<file path="src/rtl/fetch_queue_pkg.sv">
// Shared types and constants for the instruction-fetch front end.
package fetch_queue_pkg;

  localparam int FQ_XLEN = 32;
  localparam int INSTR_BYTES = 4;
  localparam logic [31:0] NOP = 32'h0000_0013;

  // Default-width queue entry; the top re-declares it when XLEN differs.
  typedef struct packed {
    logic [31:0]        instr;
    logic [FQ_XLEN-1:0] pc;
  } fetch_entry_t;

endpackage

</file>
<file path="src/rtl/fetch_queue_if.sv">
// Instruction-memory, redirect and decode handshake bundle of fetch_queue.
interface fetch_queue_if #(
  parameter int XLEN  = 32,
  parameter int DEPTH = 4
);

  localparam int CW = $clog2(DEPTH + 1);

  logic            redirect;
  logic [XLEN-1:0] redirect_pc;
  logic            imem_req;
  logic [XLEN-1:0] imem_addr;
  logic [31:0]     imem_rdata;
  logic            instr_valid;
  logic            instr_ready;
  logic [31:0]     instr;
  logic [XLEN-1:0] instr_pc;
  logic [XLEN-1:0] instr_pcplus4;
  logic [CW-1:0]   count;

  modport master (
    input  redirect, redirect_pc, imem_rdata, instr_ready,
    output imem_req, imem_addr, instr_valid, instr, instr_pc, instr_pcplus4, count
  );

  modport slave (
    output redirect, redirect_pc, imem_rdata, instr_ready,
    input  imem_req, imem_addr, instr_valid, instr, instr_pc, instr_pcplus4, count
  );

endinterface

</file>
<file path="src/rtl/fetch_queue_fifo.sv">
// Circular DEPTH-entry buffer of fetched instructions with flush.
module fetch_queue_fifo
  import fetch_queue_pkg::*;
#(
  parameter int  DEPTH   = 4,
  parameter int  CW      = $clog2(DEPTH + 1),
  parameter type entry_t = fetch_entry_t
) (
  input  logic          clk,
  input  logic          rst,
  input  logic          flush_i,
  input  logic          push_i,
  input  entry_t        push_data_i,
  input  logic          pop_i,
  output entry_t        head_o,
  output logic [CW-1:0] count_o,
  output logic          empty_o
);

  localparam int AW = $clog2(DEPTH);

  entry_t        mem_q [DEPTH];
  logic [AW-1:0] head_q, head_d;
  logic [AW-1:0] tail_q, tail_d;
  logic [CW-1:0] count_q, count_d;

  always_comb begin
    head_d  = head_q;
    tail_d  = tail_q;
    count_d = count_q;
    if (flush_i) begin
      head_d  = '0;
      tail_d  = '0;
      count_d = '0;
    end else begin
      if (push_i) tail_d = tail_q + AW'(1);
      if (pop_i)  head_d = head_q + AW'(1);
      if (push_i && !pop_i)      count_d = count_q + CW'(1);
      else if (!push_i && pop_i) count_d = count_q - CW'(1);
    end
  end

  always_ff @(posedge clk) begin
    if (rst) begin
      head_q  <= '0;
      tail_q  <= '0;
      count_q <= '0;
    end else begin
      head_q  <= head_d;
      tail_q  <= tail_d;
      count_q <= count_d;
    end
  end

  // Payload storage needs no reset; occupancy alone says what is live.
  always_ff @(posedge clk) begin
    if (!rst && !flush_i && push_i) mem_q[tail_q] <= push_data_i;
  end

  assign head_o  = mem_q[head_q];
  assign count_o = count_q;
  assign empty_o = (count_q == '0);

endmodule

</file>
<file path="src/rtl/fetch_queue.sv">
// Fetch PC, credit-limited one-cycle imem reads and decode queue with redirect flush.
// Define FETCH_QUEUE_BYPASS_EN to forward a response straight to decode when the queue is empty.
module fetch_queue
  import fetch_queue_pkg::*;
#(
  parameter int              XLEN      = 32,
  parameter int              DEPTH     = 4,
  parameter logic [XLEN-1:0] RESET_VEC = '0
) (
  input  logic          clk,
  input  logic          rst,
  fetch_queue_if.master bus
);

  localparam int CW = $clog2(DEPTH + 1);

  typedef struct packed {
    logic [31:0]     instr;
    logic [XLEN-1:0] pc;
  } entry_t;

  logic [XLEN-1:0] pc_q, pc_d;
  logic [XLEN-1:0] inflight_pc_q, inflight_pc_d;
  logic            inflight_q, inflight_d;
  logic            kill_q, kill_d;

  logic            resp_valid, bypass_hit, pop, issue;
  logic            fifo_push, fifo_pop, fifo_empty;
  logic [CW-1:0]   fifo_count;
  logic [CW:0]     occ_after;
  entry_t          fifo_head, resp_entry;
  logic [1:0]      unused_redirect_lsbs;

  assign unused_redirect_lsbs = bus.redirect_pc[1:0];

  assign resp_valid = inflight_q & ~kill_q;
  assign resp_entry = '{instr: bus.imem_rdata, pc: inflight_pc_q};

`ifdef FETCH_QUEUE_BYPASS_EN
  assign bypass_hit = resp_valid & fifo_empty & ~bus.redirect & ~rst;
`else
  assign bypass_hit = 1'b0;
`endif

  assign bus.instr_valid   = ~rst & ~bus.redirect & (~fifo_empty | bypass_hit);
  assign bus.instr         = bypass_hit ? bus.imem_rdata : fifo_head.instr;
  assign bus.instr_pc      = bypass_hit ? inflight_pc_q : fifo_head.pc;
  assign bus.instr_pcplus4 = bus.instr_pc + XLEN'(INSTR_BYTES);
  assign bus.count         = fifo_count;

  assign pop       = bus.instr_valid & bus.instr_ready;
  assign fifo_pop  = pop & ~bypass_hit;
  assign fifo_push = resp_valid & ~(bypass_hit & bus.instr_ready);

  // Credit: counting the outstanding read keeps a push from ever landing on a full queue.
  assign occ_after = {1'b0, fifo_count} + (CW+1)'(inflight_q) - (CW+1)'(pop);
  assign issue     = ~rst & ~bus.redirect & (occ_after < (CW+1)'(DEPTH));

  assign bus.imem_req  = issue;
  assign bus.imem_addr = pc_q;

  always_comb begin
    pc_d          = pc_q;
    inflight_d    = 1'b0;
    inflight_pc_d = inflight_pc_q;
    kill_d        = 1'b0;
    if (bus.redirect) begin
      pc_d   = {bus.redirect_pc[XLEN-1:2], 2'b00};
      kill_d = 1'b1;
    end else if (issue) begin
      pc_d          = pc_q + XLEN'(INSTR_BYTES);
      inflight_d    = 1'b1;
      inflight_pc_d = pc_q;
    end
  end

  always_ff @(posedge clk) begin
    if (rst) begin
      pc_q          <= RESET_VEC;
      inflight_q    <= 1'b0;
      inflight_pc_q <= '0;
      kill_q        <= 1'b0;
    end else begin
      pc_q          <= pc_d;
      inflight_q    <= inflight_d;
      inflight_pc_q <= inflight_pc_d;
      kill_q        <= kill_d;
    end
  end

  fetch_queue_fifo #(
    .DEPTH   (DEPTH),
    .CW      (CW),
    .entry_t (entry_t)
  ) u_fifo (
    .clk         (clk),
    .rst         (rst),
    .flush_i     (bus.redirect),
    .push_i      (fifo_push),
    .push_data_i (resp_entry),
    .pop_i       (fifo_pop),
    .head_o      (fifo_head),
    .count_o     (fifo_count),
    .empty_o     (fifo_empty)
  );

endmodule

</file>
<file path="src/flat_wrapper.sv">
// flat-port wrapper written by rule: the top's interface ports become plain ports
module fetch_queue_flat import fetch_queue_pkg::*;
#(
  parameter int              XLEN      = 32,
  parameter int              DEPTH     = 4,
  parameter logic [XLEN-1:0] RESET_VEC = '0
)
  (clk, rst, bus_redirect, bus_redirect_pc, bus_imem_rdata, bus_instr_ready, bus_imem_req, bus_imem_addr, bus_instr_valid, bus_instr, bus_instr_pc, bus_instr_pcplus4, bus_count);
  fetch_queue_if #(.XLEN(XLEN), .DEPTH(DEPTH)) bus_i ();
  input  logic clk;
  input  logic rst;
  input wire logic [$bits(bus_i.redirect)-1:0] bus_redirect;
  input wire logic [$bits(bus_i.redirect_pc)-1:0] bus_redirect_pc;
  input wire logic [$bits(bus_i.imem_rdata)-1:0] bus_imem_rdata;
  input wire logic [$bits(bus_i.instr_ready)-1:0] bus_instr_ready;
  output wire logic [$bits(bus_i.imem_req)-1:0] bus_imem_req;
  output wire logic [$bits(bus_i.imem_addr)-1:0] bus_imem_addr;
  output wire logic [$bits(bus_i.instr_valid)-1:0] bus_instr_valid;
  output wire logic [$bits(bus_i.instr)-1:0] bus_instr;
  output wire logic [$bits(bus_i.instr_pc)-1:0] bus_instr_pc;
  output wire logic [$bits(bus_i.instr_pcplus4)-1:0] bus_instr_pcplus4;
  output wire logic [$bits(bus_i.count)-1:0] bus_count;
  assign bus_i.redirect = bus_redirect;
  assign bus_i.redirect_pc = bus_redirect_pc;
  assign bus_i.imem_rdata = bus_imem_rdata;
  assign bus_i.instr_ready = bus_instr_ready;
  assign bus_imem_req = bus_i.imem_req;
  assign bus_imem_addr = bus_i.imem_addr;
  assign bus_instr_valid = bus_i.instr_valid;
  assign bus_instr = bus_i.instr;
  assign bus_instr_pc = bus_i.instr_pc;
  assign bus_instr_pcplus4 = bus_i.instr_pcplus4;
  assign bus_count = bus_i.count;
  fetch_queue #(.XLEN(XLEN), .DEPTH(DEPTH), .RESET_VEC(RESET_VEC)) u_core (.clk(clk), .rst(rst), .bus(bus_i));
endmodule
</file>
<file path="config.mk">
export PLATFORM = sky130hd
export DESIGN_NAME = fetch_queue_flat
export DESIGN_NICKNAME = d
export VERILOG_FILES = /design/src/rtl/fetch_queue_pkg.sv /design/src/rtl/fetch_queue_if.sv /design/src/rtl/fetch_queue_fifo.sv /design/src/rtl/fetch_queue.sv /design/src/flat_wrapper.sv
export SDC_FILE = /design/constraint.sdc
export NUM_CORES = 1
export LEC_CHECK = 0
export ABC_AREA = 1
export CAP_MARGIN = 40
export CELL_PAD_IN_SITES_DETAIL_PLACEMENT = 0
export CELL_PAD_IN_SITES_GLOBAL_PLACEMENT = 2
export CORE_ASPECT_RATIO = 0.6
export CORE_UTILIZATION = 34
export DETAILED_ROUTE_END_ITERATION = 7
export GPL_TIMING_DRIVEN = 1
export PLACE_DENSITY = 0.77
export SYNTH_ARGS = -nofsm -noshare
export SYNTH_HDL_FRONTEND = slang
export SYNTH_SLANG_ARGS = --single-unit
</file>
<file path="constraint.sdc">
create_clock -name clk -period 5.9 [get_ports clk]
set_input_delay 1.18 -clock clk [delete_from_list [all_inputs] [get_ports clk]]
set_output_delay 1.18 -clock clk [all_outputs]
set_load 0.02 [all_outputs]
</file>
# [After elaboration in Yosys (flattened, before gate mapping)]
# Memory sizes are Yosys's and may differ from the RTL's. A register that Yosys moved wholly into a read port is not among the register bits.
# Index checks and enable logic that the tools add are counted.
[classes] n_addsub=8 n_eq_ne=0 mul=0 bitwise=9 reduce_logical=13 shift=0 n_div=0 magnitude_cmp=1 muxes=10
[ops] operator="adder 32 x 3 -> 32 bit (second input constant)" n=2
[ops] operator="two-way mux 32 bit" n=2
[ops] operator="two-way mux 3 bit" n=2
[ops] operator="AND 1 bit" n=5
[ops] operator="adder 2 x 1 -> 2 bit (second input constant)" n=2
[ops] operator="adder 3 x 1 -> 4 bit" n=1
[ops] operator="logical AND 1 bit" n=4
[ops] operator="zero test 1 bit" n=4
[ops] operator="less-than comparator 4 x 3 -> 1 bit (second input constant)" n=1
[ops] operator="two-way mux 1 bit" n=4
[ops] operator="two-way mux 2 bit" n=2
[ops] operator="inverter 1 bit" n=4
[ops] operator="nonzero test 2 bit" n=2
[ops] operator="subtractor 4 x 1 -> 4 bit" n=1
[ops] operator="adder 3 x 1 -> 3 bit (second input constant)" n=1
[ops] operator="zero test 3 bit" n=1
[ops] operator="subtractor 3 x 1 -> 3 bit (second input constant)" n=1
[ops] operator="AND reduction 2 bit" n=1
[ops] operator="OR reduction 2 bit" n=1
[totals] input_bits=68 latch_bits=0 out_inout_bits=133 register_bits=73 n_memories=1 rom_bits=0 elab_cells=50 ram_bits=256
[mem_list] memory="u_core.u_fifo.mem_q" words=4 word_bits=64 read_ports=1 rd_ports_with_merged_regs=1 write_ports=1 line="fetch_queue_fifo.sv:22" source="entry_t mem_q [DEPTH];"

# [Depth between registers and ports, before layout]
[depth] depth_word=9 ltp_mapped=20 depth_no_buf=18

# [Hierarchy]
# From an unflattened synthesis, not the netlist that was laid out.
[hier_totals] cells_unflattened=1361 hier_area_um2=14249.9
[modules_own_cells] module="fetch_queue_fifo" cells_per_inst=678 instances=1 seq_area_each_um2=7867.5 area_each_um2=9949.5
[modules_own_cells] module="fetch_queue" cells_per_inst=683 instances=1 seq_area_each_um2=1241.2 area_each_um2=4300.4

# [Least setup slack after synthesis]
# No wires, ideal clock.
[synth_path] kind="input port to flip-flop" start="input port bus_redirect" end="memory u_core.u_fifo.mem_q[0][10] (netlist bit), enable pin" setup_ns=0.482 n_path_buf=1 stages=6 required_ns=5.418 arrival_time_ns=4.247 slack_ns=1.171 path_cell_list="buf_2 > inv_2 > nand2_1 > inv_2 > nand2_1 > nor2_1"
[synth_via] elab_chain_len=5
[synth_rtl] item="start, declared" line="flat_wrapper.sv:12" source="input wire logic [$bits(bus_i.redirect)-1:0] bus_redirect;"
[synth_rtl] item="zero test 1 bit" line="fetch_queue_fifo.sv:57" source="if (!rst && !flush_i && push_i) mem_q[tail_q] <= push_data_i;"
[synth_rtl] item="logical AND 1 bit (2 in series)" line="fetch_queue_fifo.sv:57"
[synth_rtl] item="two-way mux 1 bit" line="fetch_queue_fifo.sv:57"
[synth_rtl] item="two-way mux 1 bit (not written as such)" line="fetch_queue_fifo.sv:57"
[synth_rtl] item="end, declared" line="fetch_queue_fifo.sv:22"
# No other way between the ends.

# [Worst setup path in the final report]
[layout_path] start="input port rst" end="output port bus_imem_req"
[layout_via] elab_chain_len=7
[layout_rtl] item="start, declared" line="flat_wrapper.sv:11" source="input logic rst;"
[layout_rtl] item="inverter 1 bit" line="fetch_queue.sv:45" source="assign bus.instr_valid = ~rst & ~bus.redirect & (~fifo_empty | bypass_hit);"
[layout_rtl] item="AND 1 bit (2 in series)" line="fetch_queue.sv:45"
[layout_rtl] item="AND 1 bit" line="fetch_queue.sv:51" source="assign pop = bus.instr_valid & bus.instr_ready;"
[layout_rtl] item="via u_core.fifo_pop" line="fetch_queue.sv:28" source="logic fifo_push, fifo_pop, fifo_empty;"
[layout_rtl] item="subtractor 4 x 1 -> 4 bit" line="fetch_queue.sv:56" source="assign occ_after = {1'b0, fifo_count} + (CW+1)'(inflight_q) - (CW+1)'(pop);"
[layout_rtl] item="less-than comparator 4 x 3 -> 1 bit" line="fetch_queue.sv:57" source="assign issue = ~rst & ~bus.redirect & (occ_after < (CW+1)'(DEPTH));"
[layout_rtl] item="AND 1 bit" line="fetch_queue.sv:57"
[layout_rtl] item="end, declared" line="flat_wrapper.sv:16" source="output wire logic [$bits(bus_i.imem_req)-1:0] bus_imem_req;"
# The timed path passes the listed nets, and every way through them passes these cells.

==> metrics.md <==
| Metric | Value |
|---|---|
| Outcome | `completed` |
| Initial antenna violation count | `0` |
| Crit path capture type | `output pin` |
| DIE AREA | `~43000 um^2` |
| Setup Buffers After CTS | `0` |
| Width of the die | `~270 um` |
| Worst-Skew Late Latency | `~0.57 ns` |
| CTS buffer count | `31` |
| Dpl cell area | `around 17000 um^2` |
| GRT Util Overall | `a little under a fifth` |
| H-tree levels | `1` |
| Die H | `around 160 um` |
| DRC Markers | `0` |
| Fmax | `0.1914 GHz` |
| First-pass GRT wire length | `61040 um` |
| Initial Util | `about a third` |
| Post-synthesis cell count | `1524` |
| Detail Route Antenna Nets | `0` |
| Fin. max-slew vios | `0` |
| Fin crit period | `5.224 ns` |
| Final Core Density | `43.53%` |
| Tightest Pin Transition | `between 0.8 and 0.9 ns` |
| # IOs | `201` |
| CP peak stage delay | `about 0.65 ns` |
| Final Hold Violating Endpoints | `0` |
| Most common cell after layout, fill and taps aside | `nand2_1` |
| WHS | `slightly below 0.5 ns` |
| Slowest-stage cell, CP | `clkdlybuf4s50_1` |
| Nets | `about 1800` |
| Max_cap viols | `0` |
| Seq/Total Area, Yosys | `around three fifths` |
| Largest fanout on the critical path | `6` |
| Drt via density | `approximately 4.7` |
| # port buffers | `between 150 and 200` |
| DRT iter0 DRCs | `~800` |
| Sum Neg Setup Slack | `0 ns` |
| Path category of the worst min-delay check | `flop to flop` |
| Clock root buffer | `clkbuf_16` |
| Synth-to-Final Area Change | `24.28%` |
| Final period utilization | `88.54%` |
| Post-Syn Area | `14390 um^2` |
| Max clock buf depth | `3` |
| RSZ-0062 raised after global routing | `no` |
| TritonCTS clock tree | `built` |
| Drt pass-1 iters | `5` |
| Startpoint Class | `input pin` |
| CP Cell Sequence | `clkdlybuf4s50_1 -> inv_1 -> nand2_1 -> a21oi_1 -> nand2_1 -> inv_1 -> ha_1 -> inv_1 -> ha_1 -> nand3_1 -> nand2_1 -> nand2_1 -> nand3_1 -> nor2_4 -> clkdlybuf4s50_1` |
| Post-cts resize count | `0` |
| Yosys warns | `0` |
| Slew headroom | `between 40% and 50%` |
| Leakage Power | `roughly 6.6 nW` |
| Arrival time worst endpoint | `4.04 ns` |
| Via count | `10760` |
| Wirelength per Cell | `roughly 17 um` |
| CP required | `4.72 ns` |
| CTS clk-pin slew, worst paths | `about 0.070 ns` |
| HPWL Detailed | `27560 um` |
| Vias in the first global route | `roughly 10000` |
| Crit Path Class | `input pin to output pin` |
| Most frequent cells in the layout | `nand2_1, edfxtp_1, clkdlybuf4s50_1, nor2_1, o21ai_0` |
| Power Density | `approximately 280 nW/um^2` |
| CTS Hold Bufs | `0` |
| Area contributors post-synth | `edfxtp_1, nand2_1, dfxtp_1` |
| Clock skew | `approximately 0.0063 ns` |
| Cell mode on critical path | `nand2_1` |
| Core Region | `between 40000 and 50000 um^2` |
| Yosys top cell by area | `edfxtp_1` |
| Layout cells sized above 1 | `7.296%` |
| # setup viols final | `0` |
| Share of the synthesized area in the top cell type | `around half` |
| Number of clock sinks | `around 320` |
| Final WL | `just under 40000 um` |
| Row count | `57` |
| Diode count | `0` |
| Max VDD drop | `between 0.2 and 0.25 mV` |
| Total gr overflow | `0` |
| Synth unique cells | `37` |
| Yosys reg bits | `between 300 and 400` |
| Finished Cell Area | `between 15000 and 20000 um^2` |
| Largest net degree at the start of global routing | `between 80 and 90` |
| RD Place Congestion | `about 0.8` |
| Syn avg cell area | `roughly 9.4 um^2` |
[worst max-delay path: cells and delay by family]
| kind | cells | cell delay, ns |
|---|---|---|
| buf+inv | 5 | 1.29 |
| simple gates | 7 | 0.89 |
| compound gates | 1 | 0.24 |
| fa+ha+maj | 2 | 0.42 |
[cells in the mapped netlist, drive strengths merged]
cell type  instances
conb               1
clkbuf            32
o21bai             2
a21boi             4
o21ai            121
and2               1
nor3               2
inv              106
buf               41
o21a               1
nand3b             5
nand3            112
a21oi             63
ha                10
or2                1
clkinv             1
nand2            447
a22oi              5
o22ai             33
xnor2              2
edfxtp           248
fa                 1
xor2              14
nor2             190
nand4             10
dfxtp             71
[routing by layer]
metal / global-route usage (%) / vias to the layer above / wire length (um)
met4: 2.649 / 0 / 437
li1: - / 5475 / -
met3: 2.775 / 38 / 1807
met1: 28.91 / 5015 / 20860
met5: 0 / - / 0
met2: 27.04 / 232 / 16690
[metrics by stage]
| step | std cells | setup WS [ns] | power (mW) |
|---|---|---|---|
| after floorplan | 1529 | 1.171 | 2.765 |
| after global placement | 2229 | 0.6215 | 2.951 |
| after detailed placement | 2229 | 0.6055 | 2.956 |
| after CTS | 2287 | 0.5888 | 4.995 |
| after global routing | 2287 | 0.4899 | 5.124 |
| final | 2287 | 0.6764 | 4.939 |
[cell type report]
| cell class | count | area (um^2) |
|---|---|---|
| Clock buffer | 36 | 794.5 |
| Clock inverter | 22 | 251.5 |
| Fill cell | 4041 | 23200 |
| Inverter | 107 | 406.6 |
| Multi-Input combinational cell | 1030 | 4762 |
| Sequential cell | 319 | 8874 |
| Tap cell | 560 | 700.7 |
| Timing Repair Buffer | 213 | 2092 |
[report_power, final]
part | switching, mW | internal [mW]
combinational | 0.215 | 0.147
sequential | 0.0665 | 2.48
clock | 0.844 | 1.19
[kinds of logic (layout without fill, tap and decap cells)]
family / Yosys count / in the layout / synth area share [%]
adder cells (fa/ha/maj): 11 / 11 / 1.009
buffers and inverters: 180 / 378 / 5.653
XOR/XNOR: 16 / 16 / 0.9740
flip-flops: 319 / 319 / 61.64
AO/OA/AOI/OAI: 229 / 229 / 8.462
AND/OR/NAND/NOR: 768 / 768 / 22.24
other: 1 / 6 / 0.02606
[state kept, by name (all words and copies together), names as in the netlist, named ones only]
name                   flops
u_core.bus.imem_addr      30
u_core.u_fifo.head_q       2
u_core.u_fifo.count_o      3
u_core.inflight_pc_q      30
u_core.u_fifo.tail_q       2
u_core.kill_q              1
u_core.u_fifo.mem_q      248
u_core.inflight_q          1
[final timing paths]
path                                         start                                   end  slack, ns  cells past startpoint
max                                            rst                          bus_imem_req       0.68                     15
max reg2reg  u_core.u_fifo.count_o[0]$_SDFFE_PP0P_  u_core.bus.imem_addr[2]$_SDFFE_PP0P_       2.53                     17
min           u_core.u_fifo.head_q[0]$_SDFFE_PP0P_                                  flop       0.50                      2
min reg2reg   u_core.u_fifo.head_q[0]$_SDFFE_PP0P_                                  flop       0.50                      2
Note: power is estimated with default switching activity, not from simulation.
